File: src/rtl/vga_scan_reader.sv
// Raster engine for 640x480@60 at the pixel clock: walks the screen, addresses the
// frame RAM for a centred image window and drives registered RGB/sync/blank to the DAC.
module vga_scan_reader #(
   parameter int         H_ACTIVE = 640,
   parameter int         H_FP     = 16,
   parameter int         H_SYNC   = 96,
   parameter int         H_BP     = 48,
   parameter int         V_ACTIVE = 480,
   parameter int         V_FP     = 10,
   parameter int         V_SYNC   = 2,
   parameter int         V_BP     = 33,
   parameter int         IMG_W    = 256,
   parameter int         IMG_H    = 256,
   parameter int         X0       = 192,
   parameter int         Y0       = 112,
   parameter int         RD_LAT   = 1,
   parameter logic [7:0] BORDER   = 8'h00
) (
   input  logic        clk,
   input  logic        reset,
   input  logic [7:0]  vga_pixel_val,
   output logic [31:0] vga_pixel_addr,
   output logic [7:0]  vga_r,
   output logic [7:0]  vga_g,
   output logic [7:0]  vga_b,
   output logic        vga_hsync_n,
   output logic        vga_vsync_n,
   output logic        vga_blank_n,
   output logic        vga_sync_n,
   output logic        frame_start
);

   localparam int H_TOTAL  = H_ACTIVE + H_FP + H_SYNC + H_BP;
   localparam int V_TOTAL  = V_ACTIVE + V_FP + V_SYNC + V_BP;
   localparam int HW       = $clog2(H_TOTAL);
   localparam int VW       = $clog2(V_TOTAL);
   localparam int IMG_SIZE = IMG_W * IMG_H;
   localparam int RW       = $clog2(IMG_SIZE + 1);
   localparam int CW       = (IMG_W > 1) ? $clog2(IMG_W) : 1;

   localparam logic [HW-1:0] H_LAST     = HW'(H_TOTAL - 1);
   localparam logic [HW-1:0] H_ACT_LAST = HW'(H_ACTIVE - 1);
   localparam logic [HW-1:0] HS_FIRST   = HW'(H_ACTIVE + H_FP);
   localparam logic [HW-1:0] HS_LAST    = HW'(H_ACTIVE + H_FP + H_SYNC - 1);
   localparam logic [HW-1:0] WX_FIRST   = HW'(X0);
   localparam logic [HW-1:0] WX_LAST    = HW'(X0 + IMG_W - 1);
   localparam logic [VW-1:0] V_LAST     = VW'(V_TOTAL - 1);
   localparam logic [VW-1:0] V_ACT_LAST = VW'(V_ACTIVE - 1);
   localparam logic [VW-1:0] VS_FIRST   = VW'(V_ACTIVE + V_FP);
   localparam logic [VW-1:0] VS_LAST    = VW'(V_ACTIVE + V_FP + V_SYNC - 1);
   localparam logic [VW-1:0] WY_FIRST   = VW'(Y0);
   localparam logic [VW-1:0] WY_LAST    = VW'(Y0 + IMG_H - 1);
   localparam logic [RW-1:0] ROW_STEP   = RW'(IMG_W);

   generate
      if (X0 + IMG_W > H_ACTIVE) begin : g_chk_x
         $error("image window exceeds the horizontal active area");
      end
      if (Y0 + IMG_H > V_ACTIVE) begin : g_chk_y
         $error("image window exceeds the vertical active area");
      end
      if (RD_LAT < 1 || RD_LAT > 3) begin : g_chk_lat
         $error("frame RAM read latency must be 1..3");
      end
   endgenerate

   typedef struct packed {
      logic win;
      logic act;
      logic hs;
      logic vs;
      logic fs;
   } flag_t;

   logic [HW-1:0] hcnt_reg, hcnt_next;
   logic [VW-1:0] vcnt_reg, vcnt_next;
   logic [RW-1:0] row_base_reg, row_base_next;
   logic [CW-1:0] col_reg, col_next;
   logic [RW-1:0] addr_reg, addr_next;
   logic          frame_end;
   logic          win_x_cur, win_y_cur;
   logic          win_x_nxt, win_y_nxt;
   flag_t         cur_flags;
   flag_t         flag_pipe [RD_LAT];
   flag_t         tail_flags;
   logic [7:0]    pix_reg, pix_next;
   logic          hsync_n_reg, vsync_n_reg, blank_n_reg, fs_reg;

   // Raster counters: hcnt/vcnt always hold the position being addressed this cycle.
   always_comb begin
      hcnt_next = hcnt_reg + HW'(1);
      vcnt_next = vcnt_reg;
      frame_end = 1'b0;
      if (hcnt_reg == H_LAST) begin
         hcnt_next = '0;
         if (vcnt_reg == V_LAST) begin
            vcnt_next = '0;
            frame_end = 1'b1;
         end else begin
            vcnt_next = vcnt_reg + VW'(1);
         end
      end
   end

   always_ff @(posedge clk or negedge reset) begin
      if (!reset) begin
         hcnt_reg <= '0;
         vcnt_reg <= '0;
      end else begin
         hcnt_reg <= hcnt_next;
         vcnt_reg <= vcnt_next;
      end
   end

   assign win_x_cur = (hcnt_reg >= WX_FIRST) && (hcnt_reg <= WX_LAST);
   assign win_y_cur = (vcnt_reg >= WY_FIRST) && (vcnt_reg <= WY_LAST);
   assign win_x_nxt = (hcnt_next >= WX_FIRST) && (hcnt_next <= WX_LAST);
   assign win_y_nxt = (vcnt_next >= WY_FIRST) && (vcnt_next <= WY_LAST);

   // The address register is loaded from the next position so it lines up with hcnt/vcnt;
   // row base steps by one image line after the last window pixel, avoiding a multiplier.
   always_comb begin
      row_base_next = row_base_reg;
      if (frame_end) begin
         row_base_next = '0;
      end else if (hcnt_reg == WX_LAST && win_y_cur) begin
         row_base_next = row_base_reg + ROW_STEP;
      end
      col_next  = (win_x_nxt && hcnt_next != WX_FIRST) ? col_reg + CW'(1) : '0;
      addr_next = (win_x_nxt && win_y_nxt) ? row_base_next + RW'(col_next) : '0;
   end

   always_ff @(posedge clk or negedge reset) begin
      if (!reset) begin
         row_base_reg <= '0;
         col_reg      <= '0;
         addr_reg     <= '0;
      end else begin
         row_base_reg <= row_base_next;
         col_reg      <= col_next;
         addr_reg     <= addr_next;
      end
   end

   assign vga_pixel_addr = 32'(addr_reg);

   always_comb begin
      cur_flags.win = win_x_cur && win_y_cur;
      cur_flags.act = (hcnt_reg <= H_ACT_LAST) && (vcnt_reg <= V_ACT_LAST);
      cur_flags.hs  = (hcnt_reg >= HS_FIRST) && (hcnt_reg <= HS_LAST);
      cur_flags.vs  = (vcnt_reg >= VS_FIRST) && (vcnt_reg <= VS_LAST);
      cur_flags.fs  = (hcnt_reg == '0) && (vcnt_reg == '0);
   end

   // Flags travel alongside the RAM read so they meet the returned pixel; sync flags are
   // stored active-high so a cleared pipeline means "no sync".
   generate
      for (genvar gi = 0; gi < RD_LAT; gi++) begin : g_flag_pipe
         if (gi == 0) begin : g_first
            always_ff @(posedge clk or negedge reset) begin
               if (!reset) begin
                  flag_pipe[gi] <= '0;
               end else begin
                  flag_pipe[gi] <= cur_flags;
               end
            end
         end else begin : g_next
            always_ff @(posedge clk or negedge reset) begin
               if (!reset) begin
                  flag_pipe[gi] <= '0;
               end else begin
                  flag_pipe[gi] <= flag_pipe[gi-1];
               end
            end
         end
      end
   endgenerate

   assign tail_flags = flag_pipe[RD_LAT-1];

   always_comb begin
      pix_next = 8'h00;
      if (tail_flags.win) begin
         pix_next = vga_pixel_val;
      end else if (tail_flags.act) begin
         pix_next = BORDER;
      end
   end

   always_ff @(posedge clk or negedge reset) begin
      if (!reset) begin
         pix_reg     <= 8'h00;
         hsync_n_reg <= 1'b1;
         vsync_n_reg <= 1'b1;
         blank_n_reg <= 1'b0;
         fs_reg      <= 1'b0;
      end else begin
         pix_reg     <= pix_next;
         hsync_n_reg <= ~tail_flags.hs;
         vsync_n_reg <= ~tail_flags.vs;
         blank_n_reg <= tail_flags.act;
         fs_reg      <= tail_flags.fs;
      end
   end

   assign vga_r       = pix_reg;
   assign vga_g       = pix_reg;
   assign vga_b       = pix_reg;
   assign vga_hsync_n = hsync_n_reg;
   assign vga_vsync_n = vsync_n_reg;
   assign vga_blank_n = blank_n_reg;
   assign frame_start = fs_reg;
   assign vga_sync_n  = 1'b0;

endmodule

File: config.mk
export PLATFORM = sky130hd
export DESIGN_NAME = vga_scan_reader
export DESIGN_NICKNAME = d
export VERILOG_FILES = /design/src/rtl/vga_scan_reader.sv
export SDC_FILE = /design/constraint.sdc
export NUM_CORES = 1
export LEC_CHECK = 0
export ABC_AREA = 1
export BUFFER_PORTS_ARGS = -buffer_cell sky130_fd_sc_hd__buf_2
export CAP_MARGIN = 20
export CELL_PAD_IN_SITES_DETAIL_PLACEMENT = 0
export CELL_PAD_IN_SITES_GLOBAL_PLACEMENT = 1
export CORE_MARGIN = 3
export CORE_UTILIZATION = 23
export CTS_CLUSTER_DIAMETER = 120
export DETAILED_ROUTE_END_ITERATION = 12
export PLACE_DENSITY_LB_ADDON = 0.1
export SETUP_SLACK_MARGIN = 0.05
export SYNTH_ARGS = -nofsm -noshare
export SYNTH_HDL_FRONTEND = slang
export SYNTH_SLANG_ARGS = --single-unit
File: constraint.sdc
create_clock -name clk -period 3.3 [get_ports clk]
set_input_delay 0.165 -clock clk [delete_from_list [all_inputs] [get_ports clk]]
set_output_delay 0.165 -clock clk [all_outputs]
set_load 0.05 [all_outputs]
==> results of run 1 <==
==> power by group through the flow <==
stage / clock [uW] / combinational, uW / sequential [uW]
2_1_floorplan: 0 / 54.2 / 987
3_3_place_gp: 0 / 65.8 / 986
3_5_place_dp: 0 / 66.5 / 986
4_1_cts: 1050 / 71.3 / 968
5_1_grt: 1090 / 81.7 / 967
6_report: 1000 / 74.7 / 968
==> how the worst max path moves through the flow <==
stage | to | slack (ns)
2_1_floorplan | addr_reg[11]$_DFF_PN0_ | 0.07
5_1_grt | addr_reg[6]$_DFF_PN0_ | -0.07
6_report | addr_reg[6]$_DFF_PN0_ | 0.14
3_5_place_dp | addr_reg[11]$_DFF_PN0_ | -0.26
3_3_place_gp | addr_reg[11]$_DFF_PN0_ | -0.24
4_1_cts | addr_reg[11]$_DFF_PN0_ | 0.05
==> worst register-to-register path, cell delays in order, from the launching register on <==
cell and delay [ns]:
dfrtp_1 0.39, ha_4 0.18, nand2_4 0.06, nor2_4 0.14, nand2_2 0.08, nor2_4 0.17
inv_4 0.07, nand3b_1 0.13, nand3_2 0.10, o21bai_4 0.30, nor2_2 0.10, ha_2 0.20
fa_2 0.37, nand3_2 0.09, nand2_4 0.07, buf_6 0.13, nand2_4 0.05, nand2_2 0.05
a21oi_2 0.13, xor2_1 0.19, nor2_2 0.04
==> cell families after synthesis <==
kind of cell | after synthesis | share of synthesized area
compound gates | 37 | 0.0481
xor+xnor | 15 | 0.0297
fa+ha+maj | 16 | 0.0470
buf+inv | 126 | 0.138
flops | 79 | 0.448
other cells | 1 | 0.000849
simple gates | 279 | 0.288
==> layer usage <==
metal / vias up / track usage / share of wire
li1: 1905 / - / -
met1: 1720 / 0.151 / 0.48
met2: 73 / 0.181 / 0.46
met3: 14 / 0.0218 / 0.038
met4: 0 / 0.0457 / 0.019
met5: - / 0 / 0
==> per-stage QoR <==
stage                     setup slack [ns]   util  area (um^2)  instances
after floorplan                     0.0731      -         4480        568
after global placement              -0.241  0.273         5120        866
after detailed placement            -0.264  0.273         5120        866
after CTS                           0.0490  0.296         5550        889
after global routing               -0.0721  0.321         6030        902
final                                0.136  0.321         6030        902
==> cell usage in the layout (no fill, tap or decap), types with 5 or more instances in the layout <==
master / count
buf_2: 53
nor2_1: 47
nand2_2: 12
a21oi_1: 7
clkbuf_16: 9
dlygate4sd3_1: 6
inv_1: 81
nand3_2: 14
inv_2: 6
conb_1: 16
o21ai_1: 6
ha_1: 7
buf_6: 6
buf_4: 55
xor2_1: 9
dfrtp_1: 75
nand4_1: 16
nor2_2: 18
ha_4: 7
o21ai_0: 5
nand2_1: 113
nor2_4: 10
nand3_1: 32
==> what timing repair did <==
item / 4_1_cts / 5_1_grt
buffers inserted: 3 / 12
hold endpoints to repair: 5 / 19
cloned: 0 / 0
endpoints found under the setup margin: 12 / 12
gates resized for setup: 22 / 75
pin swaps: 10 / 35
hold buffers: 5 / 1
==> cell type report <==
class	instances	area, um^2	area share
multi-input combinational	363	2280	0.379
sequential	79	1980	0.329
timing repair buffer	121	833	0.138
inverter	89	340	0.0565
tap	234	293	0.0486
clock buffer	11	253	0.0419
clock inverter	5	41.3	0.00685
==> results_dict.tcl, run 1 <==
set metrics [dict create \
    grt_first_pass_wirelength_um 18600 \
    path_clk_slew_ns 0.07 \
    combPwrFrac 0.037 \
    clockRootBuffer "clkbuf_16" \
    htreeDepth 3 \
    cp.arrival_ns 3.39 \
    hold_path_end "vga_b[4]$_DFF_PN0_" \
    crit_fanout 7 \
    drt_iter0_drc 246 \
    outcome "finished, final reports clean" \
    grt_pass1_vias 3714 \
    cap_violations 0 \
    fin_tns_setup_ns 0 \
    p_switching_uw 508 \
    crit_slowest_cell "dfrtp_1" \
    slew_violations 0 \
    syn_area_per_cell_um2 7.99 \
    clock-sinks 79 \
    synth-edff-count 0 \
    vias 3712 \
    grt-ovfl-total 0 \
    p_seq_frac 0.473 \
    regToRegSetupSlack_ns 0.14 \
    die_area_um2 20900 \
    setup-violations-final 0 \
    nNetsFinal 689 \
    core_area_um2 18800 \
    first_pass_iters 4 \
    cellPowerDensity_nw_per_um2 339 \
    port_buffers 54 \
    synth_common_cells "nand2_1, inv_1, dfrtp_1, nor2_1, nand3_1" \
    netSwitchingFraction 0.249 \
    holdWs_ns 0.0151 \
    syn_to_final_growth_pct 36.4 \
    p_int_uw 1540 \
    place_congestion 0.768 \
    ys_types 38 \
    total_leakage_power_uw 0.00302 \
    fin_crit_ns 3.16 \
    fin_worst_skew_ns 0.0105 \
    critPathRequiredTime_ns 3.53 \
    synth_top_area_frac 0.436 \
    synth_area_um2 4420 \
    yosys_warnings 0 \
    fillers 1981 \
    critPathLaunch "hcnt_reg[0]$_DFF_PN0_" \
    cts_tree "yes" \
    crit_chain "ha_4, nand2_4, nor2_4, nand2_2, nor2_4, inv_4, nand3b_1, nand3_2, o21bai_4, nor2_2, ha_2, fa_2, nand3_2, nand2_4, buf_6, nand2_4, nand2_2, a21oi_2, xor2_1, nor2_2" \
    io_pins 71 \
    synth_ff_type "dfrtp_1" \
    cpPeakStageDelay_ns 0.39 \
    hold_viol_final 0 \
    clkPwrFrac 0.490 \
    die-width_um 145 \
    cp_num_cells 20 \
    routed_wl_um 11500 \
    hold_path_class "in2reg" \
    hold_depth 3 \
    rsz0062_at_grt "yes" \
    clk_latency_ns 0.35 \
    postRouteAntennaNets 0 \
    num_antenna_cells 0 \
    r2r_start "hcnt_reg[0]$_DFF_PN0_" \
    reg2regPathDepth 20 \
    async_flop_share 1.00 \
    num_rows 50 \
    drcViolationCount 0 \
    die_h_um 145 \
    hpwl_um 8200 \
    ys_top_cells_by_area "dfrtp_1, nand2_1, inv_1" \
    wire_per_inst_um 12.7 \
    peakVddDrop_mv 0.248 \
    critPathTopFamily "simple AND/OR/NAND/NOR gates" \
    numCtsBuffers 9 \
    initial_core_util 0.235 \
    path_buf_inv 2 \
    synth_cells 553 \
    groute.usage.overall 0.114 \
    yosys.cell_count.top_type "nand2_1" \
    period_share 0.959 \
    yosys_register_bits 79 \
    path_class "reg2reg" \
    startpoint_type "flop" \
    path_common_cell "nand2_4" \
    rr_endpoint "addr_reg[6]$_DFF_PN0_" \
    antenna_found_initial 0 \
    vias_per_cell 4.12 \
    drive_gt1_frac 0.347 \
    fmax_ghz 0.316 \
    grt_max_degree 80 \
    yosys.area.top_type "dfrtp_1" \
    synth-seq-area-share 0.448 \
    finalPower_uw 2050 \
    holdCritStartpoint "vga_pixel_val[4]" \
    clockBufferDepth 2 \
    cp-end-kind "flop" \
]
No activity file was read; power rests on OpenSTA's default activity.
==> run 2: changes to the inputs <==
CORE_MARGIN = default   (was 3)
clock period = 2.5 ns   (was 3.3 ns; I/O delays follow)
==> results_dict.tcl, run 2 (synthesized netlist as in run 1, its figures left out) <==
set metrics [dict create \
    crit_slowest_cell "dfrtp_1" \
    cpPeakStageDelay_ns 0.38 \
    fmax_ghz 0.317 \
    holdWs_ns 0.350 \
    htreeDepth 3 \
    drt_iter0_drc 182 \
    port_buffers 54 \
    slew_violations 0 \
    drcViolationCount 0 \
    nNetsFinal 737 \
    startpoint_type "flop" \
    hold_path_class "reg2reg" \
    grt-ovfl-total 0 \
    hold_path_end "vga_hsync_n$_DFF_PN1_" \
    hold_viol_final 0 \
    cts_tree "yes" \
    cp-end-kind "flop" \
    critPathTopFamily "buffers and inverters" \
    finalWorstSetupSlack_ns -0.654 \
    die_h_um 141 \
    path_buf_inv 15 \
    rr_endpoint "addr_reg[5]$_DFF_PN0_" \
    num_rows 50 \
    setup-violations-final 17 \
    postRouteAntennaNets 0 \
    outcome "complete, but fails checks" \
    vias_per_cell 4.13 \
    die-width_um 141 \
    path_class "reg2reg" \
    hold_depth 1 \
    vias 3927 \
    violations "negative setup slack" \
    cellPowerDensity_nw_per_um2 448 \
    first_pass_iters 5 \
    fillers 1974 \
    post-route-util 0.337 \
    rsz0062_at_grt "yes" \
    critPathRequiredTime_ns 2.77 \
    reg2regPathDepth 27 \
    path_common_cell "buf_6" \
    holdCritStartpoint "flag_pipe[2]$_DFF_PN0_" \
    num_antenna_cells 0 \
    place_area_um2 5490 \
    initial_core_util 0.235 \
    period_share 1.26 \
    regToRegSetupSlack_ns -0.65 \
    routed_wl_um 11200 \
    wire_per_inst_um 11.8 \
    drive_gt1_frac 0.351 \
    pre_cts_ws_ns -0.812 \
    fin_area_um2 6330 \
    fin_crit_ns 3.15 \
    clk_latency_ns 0.34 \
    core_area_um2 18800 \
    hpwl_um 8270 \
    layout_common_cells "nand2_1, buf_4, inv_1, dfrtp_1, buf_2" \
    clockRootBuffer "clkbuf_16" \
    clockBufferDepth 2 \
    r2r_start "hcnt_reg[1]$_DFF_PN0_" \
    syn_to_final_growth_pct 43.2 \
    fin_tns_setup_ns -10.61 \
    crit_fanout 7 \
    place_congestion 0.784 \
    final_common_cell "nand2_1" \
    grt_max_degree 80 \
    fin_worst_skew_ns 0.00568 \
    clock-sinks 79 \
    path_clk_slew_ns 0.06 \
    numCtsBuffers 9 \
    groute.usage.overall 0.123 \
    seq_area_um2 1980 \
    grt_pass1_vias 3935 \
    total_leakage_power_uw 0.00329 \
    peakVddDrop_mv 0.298 \
    multi_input_area_um2 2150 \
    io_pins 71 \
    cp.arrival_ns 3.43 \
    die_area_um2 19800 \
    cap_violations 0 \
    antenna_found_initial 0 \
    grt_first_pass_wirelength_um 19000 \
]
run 2: timing repair:
item	4_1_cts	5_1_grt
gates resized for setup	50	14
hold endpoints to repair	85	0
setup buffers	17	3
endpoints found under the setup margin	17	17
hold buffers	9	0
pin swaps	29	11
run 2: how the worst max path moves through the flow:
| stage | from | cells past startpoint | slack, ns | to |
|---|---|---|---|---|
| 6_report | hcnt_reg[1]$_DFF_PN0_ | 27 | -0.65 | addr_reg[5]$_DFF_PN0_ |
| 5_1_grt | hcnt_reg[1]$_DFF_PN0_ | 23 | -0.85 | addr_reg[11]$_DFF_PN0_ |
| 4_1_cts | hcnt_reg[0]$_DFF_PN0_ | 22 | -0.70 | addr_reg[9]$_DFF_PN0_ |
| 3_5_place_dp | hcnt_reg[1]$_DFF_PN0_ | 22 | -0.81 | addr_reg[11]$_DFF_PN0_ |
| 3_3_place_gp | hcnt_reg[1]$_DFF_PN0_ | 23 | -0.77 | addr_reg[11]$_DFF_PN0_ |
| 2_1_floorplan | hcnt_reg[0]$_DFF_PN0_ | 22 | -0.49 | addr_reg[11]$_DFF_PN0_ |
run 2: layer usage:
layer  GRT usage  up-vias  wire length, um
met1       0.156     1834             5370
met4      0.0549        0              187
met3      0.0245       14              365
met5           0        -                0
li1            -     2005                -
met2       0.204       74             5320
run 2: per-stage QoR:
stage | instances | total power [uW]
detailed placement | 905 | 1390
finish | 950 | 2840
floorplan | 568 | 1370
CTS | 947 | 2900
global placement | 905 | 1390
global route | 950 | 2960
run 2: layout make-up:
type	count	share of cell area
multi-input combinational	363	0.340
sequential	79	0.313
timing repair buffer	169	0.197
inverter	89	0.0530
tap	234	0.0463
clock buffer	13	0.0411
clock inverter	3	0.0103
run 2: power by group:
group	switching (uW)	internal, uW	total (uW)
Combinational	82.2	17.7	99.9
Sequential	0	1280	1280
Clock	530	929	1460
Total	612	2230	2840
